==> src/rtl/mat_pkg.sv <==
// ============================================================================
// Package : mat_pkg
// Shared types and constants for the 3x3 matrix-multiplication front end.
// Revision: 1.0 - initial release
// ============================================================================
`default_nettype none

package mat_pkg;

  // Load sequencer states
  typedef enum logic [2:0] {
    ST_IDLE   = 3'd0,
    ST_LOAD_A = 3'd1,
    ST_LOAD_B = 3'd2,
    ST_PREP   = 3'd3,
    ST_RUN    = 3'd4,
    ST_DONE   = 3'd5
  } load_state_t;

  localparam int MAT_DWIDTH     = 16;
  localparam int MAT_AWIDTH     = 4;
  localparam int MAT_ELEMS      = 9;
  localparam int MAT_RUN_CYCLES = 20;

endpackage

`default_nettype wire

==> src/rtl/mat_load_ctrl.sv <==
// ============================================================================
// Module  : mat_load_ctrl
// Streams 9 A words then 9 B words into the matrix engine RAM write port,
// parks the address at 0, holds start for RUN_CYCLES cycles and pulses done.
// Optional build macro: MAT_LOAD_STALL_CNT_EN adds the stall_cnt output.
// Revision: 1.0 - initial release
// ============================================================================
`default_nettype none

module mat_load_ctrl
  import mat_pkg::*;
#(
  parameter int DWIDTH     = MAT_DWIDTH,
  parameter int AWIDTH     = MAT_AWIDTH,
  parameter int ELEMS      = MAT_ELEMS,
  parameter int RUN_CYCLES = MAT_RUN_CYCLES
) (
  input  logic              clk,
  input  logic              resetn,
  input  logic              go,
  input  logic              in_valid,
  output logic              in_ready,
  input  logic [DWIDTH-1:0] in_data,
  output logic [AWIDTH-1:0] addr_pi,
  output logic [DWIDTH-1:0] data_pi,
  output logic              we1,
  output logic              we2,
  output logic              start,
  output logic              busy,
`ifdef MAT_LOAD_STALL_CNT_EN
  output logic [15:0]       stall_cnt,
`endif
  output logic              done
);

  load_state_t       r_state;
  load_state_t       w_next;
  logic [AWIDTH-1:0] r_idx;
  logic [7:0]        r_run_cnt;
  logic              w_accept;
  logic              w_last;
  logic              w_loading;
  // First stage of the write-enable delay; second stage is the we outputs
  logic              r_acc_a;
  logic              r_acc_b;
  logic              r_we1;
  logic              r_we2;

  assign w_loading = (r_state == ST_LOAD_A) || (r_state == ST_LOAD_B);
  assign w_accept  = in_valid && w_loading;
  assign w_last    = (r_idx == AWIDTH'(ELEMS - 1));

  // State register
  always_ff @(posedge clk or negedge resetn) begin
    if (!resetn) r_state <= ST_IDLE;
    else         r_state <= w_next;
  end

  // Next-state decode
  always_comb begin
    w_next = r_state;
    case (r_state)
      ST_IDLE:   if (go) w_next = ST_LOAD_A;
      ST_LOAD_A: if (w_accept && w_last) w_next = ST_LOAD_B;
      ST_LOAD_B: if (w_accept && w_last) w_next = ST_PREP;
      ST_PREP:   w_next = ST_RUN;
      ST_RUN:    if (r_run_cnt == 8'd0) w_next = ST_DONE;
      ST_DONE:   w_next = ST_IDLE;
      default:   w_next = ST_IDLE;
    endcase
  end

  // Outputs decoded from the state register only, so they drop with reset
  always_comb begin
    in_ready = w_loading;
    start    = (r_state == ST_RUN);
    done     = (r_state == ST_DONE);
    busy     = (r_state != ST_IDLE);
  end

  // Element index within the matrix currently being loaded
  always_ff @(posedge clk or negedge resetn) begin
    if (!resetn)                        r_idx <= '0;
    else if (r_state == ST_IDLE && go)  r_idx <= '0;
    else if (w_accept)                  r_idx <= w_last ? '0 : r_idx + 1'b1;
  end

  // Address/data toward the engine; PREP parks the address at 0
  always_ff @(posedge clk or negedge resetn) begin
    if (!resetn) begin
      addr_pi <= '0;
      data_pi <= '0;
    end else if (w_accept) begin
      addr_pi <= r_idx;
      data_pi <= in_data;
    end else if (r_state == ST_PREP) begin
      addr_pi <= '0;
    end
  end

  // Two-stage delay of the accept strobe: the engine re-registers
  // addr/data, so its RAM write lands two cycles after the accept
  always_ff @(posedge clk or negedge resetn) begin
    if (!resetn) begin
      r_acc_a <= 1'b0;
      r_acc_b <= 1'b0;
      r_we1   <= 1'b0;
      r_we2   <= 1'b0;
    end else begin
      r_acc_a <= w_accept && (r_state == ST_LOAD_A);
      r_acc_b <= w_accept && (r_state == ST_LOAD_B);
      r_we1   <= r_acc_a;
      r_we2   <= r_acc_b;
    end
  end

  assign we1 = r_we1;
  assign we2 = r_we2;

  // RUN window down-counter, loaded in PREP so RUN lasts RUN_CYCLES cycles
  always_ff @(posedge clk or negedge resetn) begin
    if (!resetn)                                  r_run_cnt <= 8'd0;
    else if (r_state == ST_PREP)                  r_run_cnt <= 8'(RUN_CYCLES - 1);
    else if (r_state == ST_RUN && r_run_cnt != 0) r_run_cnt <= r_run_cnt - 8'd1;
  end

`ifdef MAT_LOAD_STALL_CNT_EN
  logic [15:0] r_stall_cnt;

  // Count load cycles with no word offered; saturating
  always_ff @(posedge clk or negedge resetn) begin
    if (!resetn)                        r_stall_cnt <= 16'd0;
    else if (r_state == ST_IDLE && go)  r_stall_cnt <= 16'd0;
    else if (w_loading && !in_valid && r_stall_cnt != 16'hFFFF)
      r_stall_cnt <= r_stall_cnt + 16'd1;
  end

  assign stall_cnt = r_stall_cnt;
`endif

endmodule

`default_nettype wire

==> config.mk <==
export PLATFORM = sky130hd
export DESIGN_NAME = mat_load_ctrl
export DESIGN_NICKNAME = d
export VERILOG_FILES = /design/src/rtl/mat_pkg.sv /design/src/rtl/mat_load_ctrl.sv
export SDC_FILE = /design/constraint.sdc
export NUM_CORES = 1
export LEC_CHECK = 0
export BUFFER_PORTS_ARGS = -buffer_cell sky130_fd_sc_hd__buf_4
export CORE_MARGIN = 2
export CORE_UTILIZATION = 52
export CTS_BUF_LIST = sky130_fd_sc_hd__clkbuf_16
export CTS_CLUSTER_SIZE = 12
export DETAILED_ROUTE_END_ITERATION = 8
export PLACE_DENSITY = 0.86
export SETUP_SLACK_MARGIN = 0.5
export SYNTH_ARGS = -nofsm -noshare
export SYNTH_HDL_FRONTEND = slang
export SYNTH_SLANG_ARGS = --single-unit
export TNS_END_PERCENT = 30
==> constraint.sdc <==
create_clock -name clk -period 2 [get_ports clk]
set_input_delay 0 -clock clk [delete_from_list [all_inputs] [get_ports clk]]
set_output_delay 0 -clock clk [all_outputs]
set_load 0.01 [all_outputs]
* Yosys cells after proc, flatten, opt, wreduce, memory -nomap -nowiden
Cells that the tools add are included.
** Storage, ports and cells
- Register bits :: 39
- Output and inout bits :: 26
** Cells by class
- Equal/unequal tests :: 10
- $add $sub $neg :: 2
- Reduce and logical (&&, ||, !) cells :: 15
- Mux-type cells :: 12
** Operators with widths (number)
- two-way mux 4 bit :: 5
- two-way mux 8 bit :: 2
- one-hot mux 3 bit (5 select lines) :: 1
- two-way mux 3 bit :: 4
- zero test 8 bit :: 1
- nonzero test 8 bit :: 1
- subtractor 8 x 1 -> 8 bit, second input constant :: 1
- == test 3 x 2 -> 1 bit, second input constant :: 2
- == test 3 bit, second input constant :: 2
- logical AND 1 bit :: 6
- != test 2 x 1 -> 1 bit, second input constant :: 3
- nonzero test 2 bit :: 3
- adder 4 x 1 -> 4 bit, second input constant :: 1
- == test 4 bit, second input constant :: 1
- AND reduction 4 bit :: 1
- == test 3 x 1 -> 1 bit, second input constant :: 1
- zero test 3 bit :: 1
- nonzero test 3 bit :: 1
- != test 2 bit, second input constant :: 1
- logical OR 1 bit :: 1

* Logic depth before layout (Yosys ltp)
Gate-level depths: netlist of run 1.
- Depth in word-level cells :: 6
- Gate-level depth with buffers :: 6
- Depth with buffers taken out :: 5

* Worst setup path before layout of run 1
No wires, ideal clock.
- Path kind :: register to register
- From :: register r_run_cnt[0]
- To :: register r_run_cnt[0]
- Buffers on the path :: 1
- Stages on the path, launching flop included :: 7
- Arrival time :: 1.612 ns
- Setup slack :: 0.308 ns
- Path through :: dfrtp_1 > inv_1 > ha_1 > or3b_2 > clkbuf_1 > o21ai_1 > mux2i_1
** On the way
- Cells in the longest elaborated chain, start to end :: 3
- Elaborated cells on any way between the ends :: 6
** RTL lines
- start, declared :: line mat_load_ctrl.sv:39 : logic [7:0] r_run_cnt;
- start signal, assigned :: line mat_load_ctrl.sv:123 : else if (r_state == ST_PREP) r_run_cnt <= 8'(RUN_CYCLES - 1);
- start signal, assigned :: line mat_load_ctrl.sv:124 : else if (r_state == ST_RUN && r_run_cnt != 0) r_run_cnt <= r_run_cnt - 8'd1;
- subtractor 8 x 1 -> 8 bit / nonzero test 8 bit (equally long branches) :: line mat_load_ctrl.sv:124
- two-way mux 8 bit / logical AND 1 bit (equally long branches) :: line mat_load_ctrl.sv:124
- two-way mux 8 bit / nonzero test 2 bit (equally long branches)
Parallel ways exist; a longest one is shown, timed or not. The select of a mux whose other input is x is not followed.
A chain may end at the register's enable or synchronous reset.

* Final worst setup path of run 1
- From :: register r_state[0]
- To :: register r_run_cnt[6]
** On the way
- Cells in the longest elaborated chain, start to end :: 3
- Elaborated cells on any way between the ends :: 5
** RTL lines
- start, declared :: line mat_load_ctrl.sv:36 : load_state_t r_state;
- start signal, assigned :: line mat_load_ctrl.sv:56 : else r_state <= w_next;
- == test 3 bit :: line mat_load_ctrl.sv:124
- logical AND 1 bit :: line mat_load_ctrl.sv:124
- nonzero test 2 bit (no source line)
Parallel ways exist; a longest one is shown, timed or not.

==> impl_metrics.env, run 1 <==
export IMPL_crit_path_end_kind="register"
export IMPL_syn_mean_instance_area_sq_um=11.86
export IMPL_synth_edf_count=0
export IMPL_port_buffers=45
export IMPL_drt_iter0_drc=164
export IMPL_cts_sinks=39
export IMPL_fin_worst_skew_ps=3.816
export IMPL_path_clk_slew_ps=60
export IMPL_total_power_mw=4.055
export IMPL_hold_violations=0
export IMPL_crit_fanout=7
export IMPL_rsz0062_at_grt="true"
export IMPL_core_area_sq_mm=0.003363
export IMPL_worstPathArrival_ps=1770
export IMPL_area_growth_synth_to_final_pct=47.72
export IMPL_synthesis_area_sq_mm=0.001838
export IMPL_critPathKind="register to register"
export IMPL_cp_required_ps=2170
export IMPL_min_path_type="primary input to register"
export IMPL_cts_tree="done"
export IMPL_root_buffer="clkbuf_16"
export IMPL_hpwlAfterDp_um=2859
export IMPL_worst_pin_slew_ps=710.8
export IMPL_synth_nets=179
export IMPL_initial_core_util_pct=54.65
export IMPL_grt_pass1_wl_um=7948
export IMPL_comb_power_share_pct=44.8
export IMPL_wirelength_um=5017
export IMPL_mostFrequentLayoutCell="buf_4"
export IMPL_die_w_um=63.45
export IMPL_synthCells=155
export IMPL_max_vdd_ir_drop_uv=962.9
export IMPL_grt_max_degree=40
export IMPL_vias=1604
export IMPL_drc=0
export IMPL_h_tree_depth=2
export IMPL_p_int_mw=2.650
export IMPL_p_leak_nw=1.332
export IMPL_finalCriticalPeriod_ps=1599
export IMPL_ys_ff_latch=39
export IMPL_max_cap_viol_count=0
export IMPL_grt_overflow_total=0
export IMPL_antenna_found_initial=0
export IMPL_crit_family="compound AO/OA/AOI/OAI gates"
export IMPL_design_area_sq_mm=0.002715
export IMPL_cts_buffers=5
export IMPL_relSlewSlack_pct=51.95
export IMPL_post_dp_cell_area_sq_mm=0.002217
export IMPL_p_switching_mw=1.405
export IMPL_finalSetupViolCount=0
export IMPL_avgRoutedWirePerCell_um=17.79
export IMPL_post_place_ws_ps=287.6
export IMPL_finalSetupTns_ps=0
export IMPL_dp_cells=241
export IMPL_num_rows=21
export IMPL_grt_pass1_vias=1609
export IMPL_diodes=0
export IMPL_power_density_mw_per_mm2=1494
export IMPL_dieArea_sq_mm=0.004026
export IMPL_firstDrtPassIters=4
export IMPL_synthFlopType="dfrtp_1"
export IMPL_layout_setup_ws_ps=400.8
export IMPL_period_share_pct=79.96
export IMPL_startpoint_type="register"
export IMPL_cp_cell_sequence="or3b_4, o311a_1, a41o_1"
export IMPL_clockPowerShare_pct=22.1
export IMPL_cp_slowest_cell="dfrtp_2"
export IMPL_gp_congestion=0.9374
export IMPL_async_flop_share_pct=100.0
export IMPL_drv_slew=0
export IMPL_layout_common_cells="buf_4, dfrtp_1, dlygate4sd3_1"
export IMPL_timing_fmax_mhz=625.3
export IMPL_layout_drive_gt1_share_pct=45.34
export IMPL_critPathBufInv=0
export IMPL_synth_warnings=0
export IMPL_fp_dieH_um=63.45
export IMPL_seqPwrFrac_pct=33.1
export IMPL_gr_usage_all_layers_pct=27.01
export IMPL_via_per_inst=5.688
export IMPL_clk_latency_ps=290
export IMPL_instances_no_fill=282
export IMPL_layout_nets=259
export IMPL_ant_nets=0
export IMPL_ys_seq_area_share_pct=53.10
export IMPL_num_io_pins=46
export IMPL_synth_distinct_cells=44
export IMPL_swShare_pct=34.66
export IMPL_status="finished, final reports clean"
export IMPL_clockBufferDepth=2
export IMPL_critical_path_max_stage_delay_ps=480
-- synth_stat cells, drive strengths merged, types with 2 or more instances --
| cell | count | share of area, % |
|---|---|---|
| a21oi | 3 | 0.82 |
| and2 | 3 | 1.0 |
| and3b | 2 | 0.95 |
| buf | 5 | 1.6 |
| clkbuf | 2 | 0.41 |
| dfrtp | 39 | 53 |
| ha | 4 | 2.7 |
| inv | 6 | 1.2 |
| mux2 | 16 | 9.8 |
| mux2i | 8 | 4.4 |
| nand2 | 8 | 1.8 |
| nand3 | 6 | 1.6 |
| nand4b | 2 | 0.95 |
| nor2 | 9 | 1.8 |
| nor2b | 3 | 1.0 |
| nor4b | 2 | 0.95 |
| o211ai | 7 | 2.9 |
| o21ai | 6 | 1.6 |
| or3 | 2 | 0.68 |
| or3b | 2 | 1.1 |
| or4 | 2 | 0.82 |
-- power by group through the flow --
stage | registers (mW) | clock network (mW) | logic, mW
2_1_floorplan | 1.39 | 0 | 0.879
3_3_place_gp | 1.34 | 0 | 1.35
3_5_place_dp | 1.38 | 0 | 1.41
4_1_cts | 1.33 | 0.886 | 1.73
5_1_grt | 1.38 | 0.937 | 1.94
6_report | 1.34 | 0.895 | 1.82
-- repair_timing --
action | 4_1_cts | 5_1_grt
setup endpoints to repair | 29 | 21
pin swaps | 2 | 1
resized for setup | 12 | 3
hold buffers | 17 | 0
setup buffers | 11 | 5
endpoints found under the hold margin | 55 | 0
-- path summary, 6_finish.rpt --
path	startpoint	end	slack, ps	cells after the start
setup / recovery	r_state[0]	r_run_cnt[6]	400	3
hold / removal	in_valid	r_state[1]	40	3
setup reg to reg	r_state[0]	r_run_cnt[6]	400	3
hold reg to reg	r_acc_b	we2	350	0
max in group asynchronous	resetn	r_state[0]	1420	2
min in group asynchronous	resetn	r_idx[3]	220	2
-- area by class of cell --
type                       count  area (sq um)
tap                           46         57.56
clock buffer                   5         125.1
timing repair buffer          80         636.9
inverter                       6         22.52
sequential                    39         979.7
clock inverter                 3         38.79
fill                         200         648.1
multi-input combinational    103         854.6
-- tightest hold or removal path, delay by kind of cell --
kind	cells	cell delay, ps
simple gates	1	100
compound gates	1	70
buf+inv	1	110
-- flip-flops by register name, summed over array words and instances (netlist names) --
name       count
data_pi       16
r_run_cnt      8
addr_pi        4
r_idx          4
r_state        3
r_acc_a        1
r_acc_b        1
we1            1
we2            1
-- cells by family (layout without fill, tap and decap cells) --
logic type	Yosys count	after routing	synth area share [%]
flops	39	39	53.10
xor+xnor	2	2	1.770
mux	24	24	14.16
buf+inv	13	94	3.267
fa+ha+maj	4	4	2.723
compound gates	23	23	8.713
simple gates	50	50	16.27
-- routing by layer --
metal / track usage, % / share of wire [%]
met1: 27.16 / 35
met2: 50.00 / 57
met3: 6.429 / 4.2
met4: 15.76 / 4.3
met5: 0 / 0
-- metrics by stage --
stage	util (%)	hold slack (ps)
finish	80.73	44.06
global route	80.73	73.91
CTS	79.43	45.86
detailed placement	65.92	-11.74
global placement	65.92	-14.49
floorplan	-	-295.6
Power figures use the tool's default switching activity.
==> run 2: changes to the inputs <==
- clock period: 2 -> 1.5 ns (I/O delays scaled with it)
==> run 2 against run 1 <==
Effect of this change: the run now ends with negative setup slack left; sequential power increased by 38%; largest power group unchanged; highest routed layer unchanged; wire length increased by 44%; setup slack got worse by 550 ps; worst hold slack improved by 39 ps; critical path type unchanged; critical endpoint unchanged; via count increased by 13%; register-to-register slack got worse by 550 ps; clock skew increased by 5.2 ps; critical path depth unchanged; final cell count increased by 5.3%; clock power increased by 14%; core utilization increased by 8.5 points.
==> impl_metrics.env, run 2 (same netlist as run 1, synthesis figures left out) <==
export IMPL_status="complete, but fails checks"
export IMPL_violations="negative setup slack"
export IMPL_top_regs="data_pi x16, r_run_cnt x8"
export IMPL_finalSetupViolCount=27
export IMPL_layout_setup_ws_ps=-151.1
export IMPL_gp_congestion=0.8650
export IMPL_core_area_sq_mm=0.003363
export IMPL_largest_register_ffs=16
export IMPL_cts_sinks=39
export IMPL_via_per_inst=6.128
export IMPL_grt_pass1_wl_um=9377
export IMPL_power_density_mw_per_mm2=2076
export IMPL_grt_pass1_vias=1815
export IMPL_r2r_cells=3
export IMPL_antenna_found_initial=0
export IMPL_drv_slew=0
export IMPL_dieArea_sq_mm=0.004026
export IMPL_worstPathArrival_ps=1820
export IMPL_min_path_cells=3
export IMPL_h_tree_depth=2
export IMPL_crit_path_end_kind="register"
export IMPL_layout_nets=275
export IMPL_r2r_end="r_run_cnt[6]"
export IMPL_avgRoutedWirePerCell_um=24.40
export IMPL_area_growth_synth_to_final_pct=63.24
export IMPL_period_share_pct=110.1
export IMPL_timing_fmax_mhz=605.6
export IMPL_total_power_mw=6.228
export IMPL_min_path_type="primary input to register"
export IMPL_grt_max_degree=40
export IMPL_rsz0062_at_grt="true"
export IMPL_root_buffer="clkbuf_16"
export IMPL_fin_worst_skew_ps=8.976
export IMPL_critPathKind="register to register"
export IMPL_crit_fanout=2
export IMPL_num_io_pins=46
export IMPL_reg2reg_from="r_run_cnt[5]"
export IMPL_drc=0
export IMPL_grt_overflow_total=0
export IMPL_hold_violations=0
export IMPL_mostFrequentLayoutCell="buf_4"
export IMPL_cp_required_ps=1670
export IMPL_fp_dieH_um=63.45
export IMPL_clockBufferDepth=2
export IMPL_min_to="r_state[1]"
export IMPL_cts_buffers=5
export IMPL_startpoint_type="register"
export IMPL_firstDrtPassIters=4
export IMPL_clk_latency_ps=290
export IMPL_min_from="in_valid"
export IMPL_layout_common_cells="buf_4, dfrtp_1, dlygate4sd3_1"
export IMPL_cts_tree="done"
export IMPL_p_leak_nw=1.484
export IMPL_gr_usage_all_layers_pct=31.49
export IMPL_ant_nets=0
export IMPL_port_buffers=45
export IMPL_diodes=0
export IMPL_layout_drive_gt1_share_pct=52.99
export IMPL_die_w_um=63.45
export IMPL_regMostFlops="data_pi"
export IMPL_drt_iter0_drc=156
export IMPL_relSlewSlack_pct=67.91
export IMPL_vias=1820
export IMPL_wirelength_um=7247
export IMPL_hpwlAfterDp_um=3095
export IMPL_num_rows=21
export IMPL_path_clk_slew_ps=60
export IMPL_max_vdd_ir_drop_uv=1361
export IMPL_finalCriticalPeriod_ps=1651
export IMPL_worst_pin_slew_ps=481.4
export IMPL_finalSetupTns_ps=-1420
export IMPL_ff2ff_setup_slack_ps=-150
export IMPL_max_cap_viol_count=0
export IMPL_post_place_ws_ps=-98.55
export IMPL_initial_core_util_pct=54.65
==> run 2: cell types whose count changed in the layout (fill, tap and decap cells not counted), sizes merged <==
cell / delta
clkbuf: -1
bufbuf: +1
bufinv: -1
buf: +16
==> run 2: layer usage <==
metal  routed length [um]  global-route usage (%)
met5                    0                       0
met4                  412                   14.67
met3                  523                   8.393
met2                 3807                   58.16
met1                 2504                   32.82
==> run 2: power breakdown <==
group	switching, mW	leakage [nW]	internal [mW]
sequential	0.374	0.487	1.48
clock	0.419	0.0671	0.598
combinational	1.55	0.930	1.81
==> run 2: final cells by class <==
| class | instances | area, sq um |
|---|---|---|
| clock buffers | 5 | 125.1 |
| clock inverters | 2 | 8.758 |
| fillers | 137 | 362.8 |
| inverters | 6 | 27.53 |
| multi-input cells | 103 | 960.9 |
| flip-flops and latches | 39 | 978.4 |
| well taps | 46 | 57.56 |
| repair buffers | 96 | 842.1 |
==> run 2: repair_timing <==
action | 4_1_cts | 5_1_grt
buffers inserted | 4 | 6
gates cloned | 1 | 0
endpoints found under the setup margin | 41 | 41
pin swaps | 10 | 10
gates resized for setup | 29 | 23
hold buffers | 17 | 0
endpoints found under the hold margin | 55 | 0
==> run 2: how the worst max path moves through the flow <==
stage | startpoint | endpoint | slack (ps) | depth (start not counted)
CTS | r_run_cnt[5] | r_run_cnt[2] | -60 | 4
global placement | r_run_cnt[5] | r_run_cnt[2] | -30 | 4
finish | r_run_cnt[5] | r_run_cnt[6] | -150 | 3
detailed placement | r_run_cnt[5] | r_run_cnt[2] | -100 | 4
global route | r_run_cnt[5] | r_run_cnt[6] | -180 | 3
floorplan | r_run_cnt[5] | r_run_cnt[6] | -120 | 4
==> run 2: critical path, cell delays in order (launching register included) <==
cell and delay, ps:
dfrtp_1 390, or4_4 560, o311a_1 380, a41o_1 220
==> run 2: stage by stage <==
step | utilization (%) | instance area [sq um] | hold WS [ps] | std cells
3_3_place_gp | 71.09 | 2391 | -15.38 | 262
4_1_cts | 85.16 | 2864 | 72.01 | 291
5_1_grt | 89.21 | 3000 | 77.16 | 297
2_1_floorplan | - | 1878 | -295.6 | 155
6_report | 89.21 | 3000 | 83.10 | 297
3_5_place_dp | 71.09 | 2391 | -8.964 | 262
==> run 3: changes to the inputs <==
- ABC_AREA: unset -> 1
==> run 3 against run 2 <==
Effect of this change: the run now ends clean; critical path type unchanged; sequential power up 4%; wire length decreased by 12%; flip-flop and latch count unchanged; register-to-register slack gained 210 ps; global-route usage shrank 1.9 points.
==> impl_metrics.env, run 3 <==
export IMPL_layout_drive_gt1_share_pct=36.93
export IMPL_status="finished, final reports clean"
export IMPL_finalSetupViolCount=0
export IMPL_top_regs="data_pi x16, r_run_cnt x8"
export IMPL_layout_area_seq_sq_um=979.7
export IMPL_gr_usage_all_layers_pct=29.55
export IMPL_cp_required_ps=1660
export IMPL_drv_slew=0
export IMPL_worst_pin_slew_ps=496.9
export IMPL_ys_seq_area_share_pct=53.46
export IMPL_firstDrtPassIters=5
export IMPL_hold_violations=0
export IMPL_comb_power_share_pct=48.9
export IMPL_drc=0
export IMPL_path_clk_slew_ps=60
export IMPL_num_io_pins=46
export IMPL_wirelength_um=6411
export IMPL_synthCells=215
export IMPL_worstPathArrival_ps=1600
export IMPL_period_share_pct=96.11
export IMPL_rsz0062_at_grt="true"
export IMPL_synth_warnings=0
export IMPL_synth_distinct_cells=25
export IMPL_critPathMostFrequentCell="nand2_1"
export IMPL_p_leak_nw=1.504
export IMPL_r2r_cells=7
export IMPL_critPathKind="register to register"
export IMPL_grt_pass1_wl_um=8907
export IMPL_min_to="r_acc_b"
export IMPL_vias=1998
export IMPL_diodes=0
export IMPL_multi_input_area_sq_um=854.6
export IMPL_core_area_sq_mm=0.003363
export IMPL_min_from="in_valid"
export IMPL_layout_common_cells="nand2_1, buf_4, dfrtp_1"
export IMPL_total_power_mw=5.777
export IMPL_layout_nets=329
export IMPL_grt_max_degree=40
export IMPL_fp_dieH_um=63.25
export IMPL_synth_area_leaders="dfrtp_1, nand2_1, nand3_1"
export IMPL_relSlewSlack_pct=66.87
export IMPL_critical_path_max_stage_delay_ps=390
export IMPL_ys_ff_latch=39
export IMPL_cts_tree="done"
export IMPL_clk_latency_ps=290
export IMPL_max_cap_viol_count=0
export IMPL_ant_nets=0
export IMPL_async_flop_share_pct=100.0
export IMPL_initial_core_util_pct=54.28
export IMPL_regMostFlops="data_pi"
export IMPL_p_switching_mw=2.438
export IMPL_finalCriticalPeriod_ps=1442
export IMPL_crit_fanout=3
export IMPL_clockBufferDepth=2
export IMPL_min_path_type="primary input to register"
export IMPL_avgRoutedWirePerCell_um=18.21
export IMPL_fillers=164
export IMPL_syn_mean_instance_area_sq_um=8.491
export IMPL_min_path_cells=3
export IMPL_synthFlopType="dfrtp_1"
export IMPL_area_growth_synth_to_final_pct=54.35
export IMPL_yosysTopAreaCell="dfrtp_1"
export IMPL_gp_congestion=0.8883
export IMPL_drt_iter0_drc=222
export IMPL_antenna_found_initial=0
export IMPL_grt_overflow_total=0
export IMPL_post_dp_cell_area_sq_mm=0.002238
export IMPL_finalSetupTns_ps=0
export IMPL_synth_nets=239
export IMPL_cp_slowest_cell="dfrtp_1"
export IMPL_fin_worst_skew_ps=7.263
export IMPL_root_buffer="clkbuf_16"
export IMPL_startpoint_type="register"
export IMPL_via_per_inst=5.676
export IMPL_r2r_end="r_run_cnt[7]"
export IMPL_timing_fmax_mhz=693.7
export IMPL_seqPwrFrac_pct=33.4
export IMPL_ff2ff_setup_slack_ps=60
export IMPL_swShare_pct=42.20
export IMPL_final_util_pct=83.78
export IMPL_grt_pass1_vias=1805
export IMPL_power_density_mw_per_mm2=2050
export IMPL_design_area_sq_mm=0.002818
export IMPL_crit_path_end_kind="register"
export IMPL_num_rows=21
export IMPL_cts_buffers=5
export IMPL_reg2reg_from="r_run_cnt[1]"
export IMPL_cp_cell_sequence="buf_4, nor2_2, nand2_1, nor2_1, nand2_1, nand4_1, nand2_1"
export IMPL_clockPowerShare_pct=17.8
export IMPL_dieArea_sq_mm=0.004001
export IMPL_synth_edf_count=0
export IMPL_synthesis_area_sq_mm=0.001826
export IMPL_hpwlAfterDp_um=2777
export IMPL_h_tree_depth=2
export IMPL_cts_sinks=39
export IMPL_yosysMostFrequentCell="nand2_1"
export IMPL_synth_top_area_share_pct=53.46
export IMPL_port_buffers=45
export IMPL_p_int_mw=3.339
export IMPL_die_w_um=63.25
export IMPL_largest_register_ffs=16
export IMPL_max_vdd_ir_drop_uv=1142
export IMPL_synthTopCellsByCount="nand2_1, dfrtp_1, inv_1"
export IMPL_mostFrequentLayoutCell="nand2_1"
-- run 3: power groups by stage --
stage | Clock [mW] | Sequential, mW | Combinational, mW
6_report | 1.03 | 1.93 | 2.82
3_5_place_dp | 0 | 1.86 | 2.05
2_1_floorplan | 0 | 1.93 | 1.21
4_1_cts | 0.995 | 1.85 | 2.44
5_1_grt | 1.07 | 1.95 | 3.02
3_3_place_gp | 0 | 1.85 | 2.00
-- run 3: final cells by class --
cell class	instances	area share (%)
Clock buffer	5	4.441
Timing Repair inverter	1	0.2220
Tap cell	46	2.043
Sequential cell	39	34.77
Clock inverter	3	0.4441
Inverter	20	3.197
Multi-Input combinational cell	152	30.33
Timing Repair Buffer	86	24.56
-- run 3: timing repair --
| action | CTS | global route |
|---|---|---|
| endpoints found under the hold margin | 55 | 0 |
| hold buffers | 17 | 0 |
| buffers inserted | 13 | 8 |
| gates resized for setup | 16 | 15 |
| setup endpoints to repair | 39 | 39 |
| pin swaps | 5 | 6 |
| gates cloned | 2 | 0 |
-- run 3: worst max-delay path by stage --
stage                            start           end  slack, ps  depth (start not counted)
after floorplan             r_state[2]    r_state[0]        270                          7
after global placement      r_state[0]      r_idx[2]        160                          8
after detailed placement    r_state[2]      r_idx[3]         90                          7
after CTS                   r_state[0]    r_state[0]        230                          7
after global routing      r_run_cnt[1]  r_run_cnt[7]         20                          7
final                     r_run_cnt[1]  r_run_cnt[7]         60                          7
-- run 3: kinds of logic (layout without fill, tap and decap cells) --
logic type | after synthesis | after routing | synth area share [%]
simple gates | 132 | 133 | 31.60
xor+xnor | 5 | 5 | 2.399
compound gates | 10 | 10 | 3.084
fa+ha+maj | 4 | 4 | 2.742
flops | 39 | 39 | 53.46
buf+inv | 25 | 115 | 6.717
-- run 3: layer usage --
metal / global-route usage [%] / part of all wire, % / vias up
met5: 0 / 0 / -
met4: 11.68 / 4.1 / 0
met3: 6.786 / 8.6 / 27
met2: 51.46 / 51 / 143
met1: 35.41 / 36 / 973
li1: - / - / 855
-- run 3: critical path, delay by kind of cell, from the launching register on --
family | cells | cell delay [ps]
DFF | 1 | 390
and+or+nand+nor | 6 | 790
buffers and inverters | 1 | 140
-- run 3: through the flow --
stage                     cells  hold WS, ps  worst slack (ps)
after floorplan             215       -295.6             268.4
after global placement      304       -7.631             163.2
after detailed placement    304       -6.722             87.44
after CTS                   344        13.87             231.7
after global routing        352        47.79             23.70
final                       352        39.28             58.38
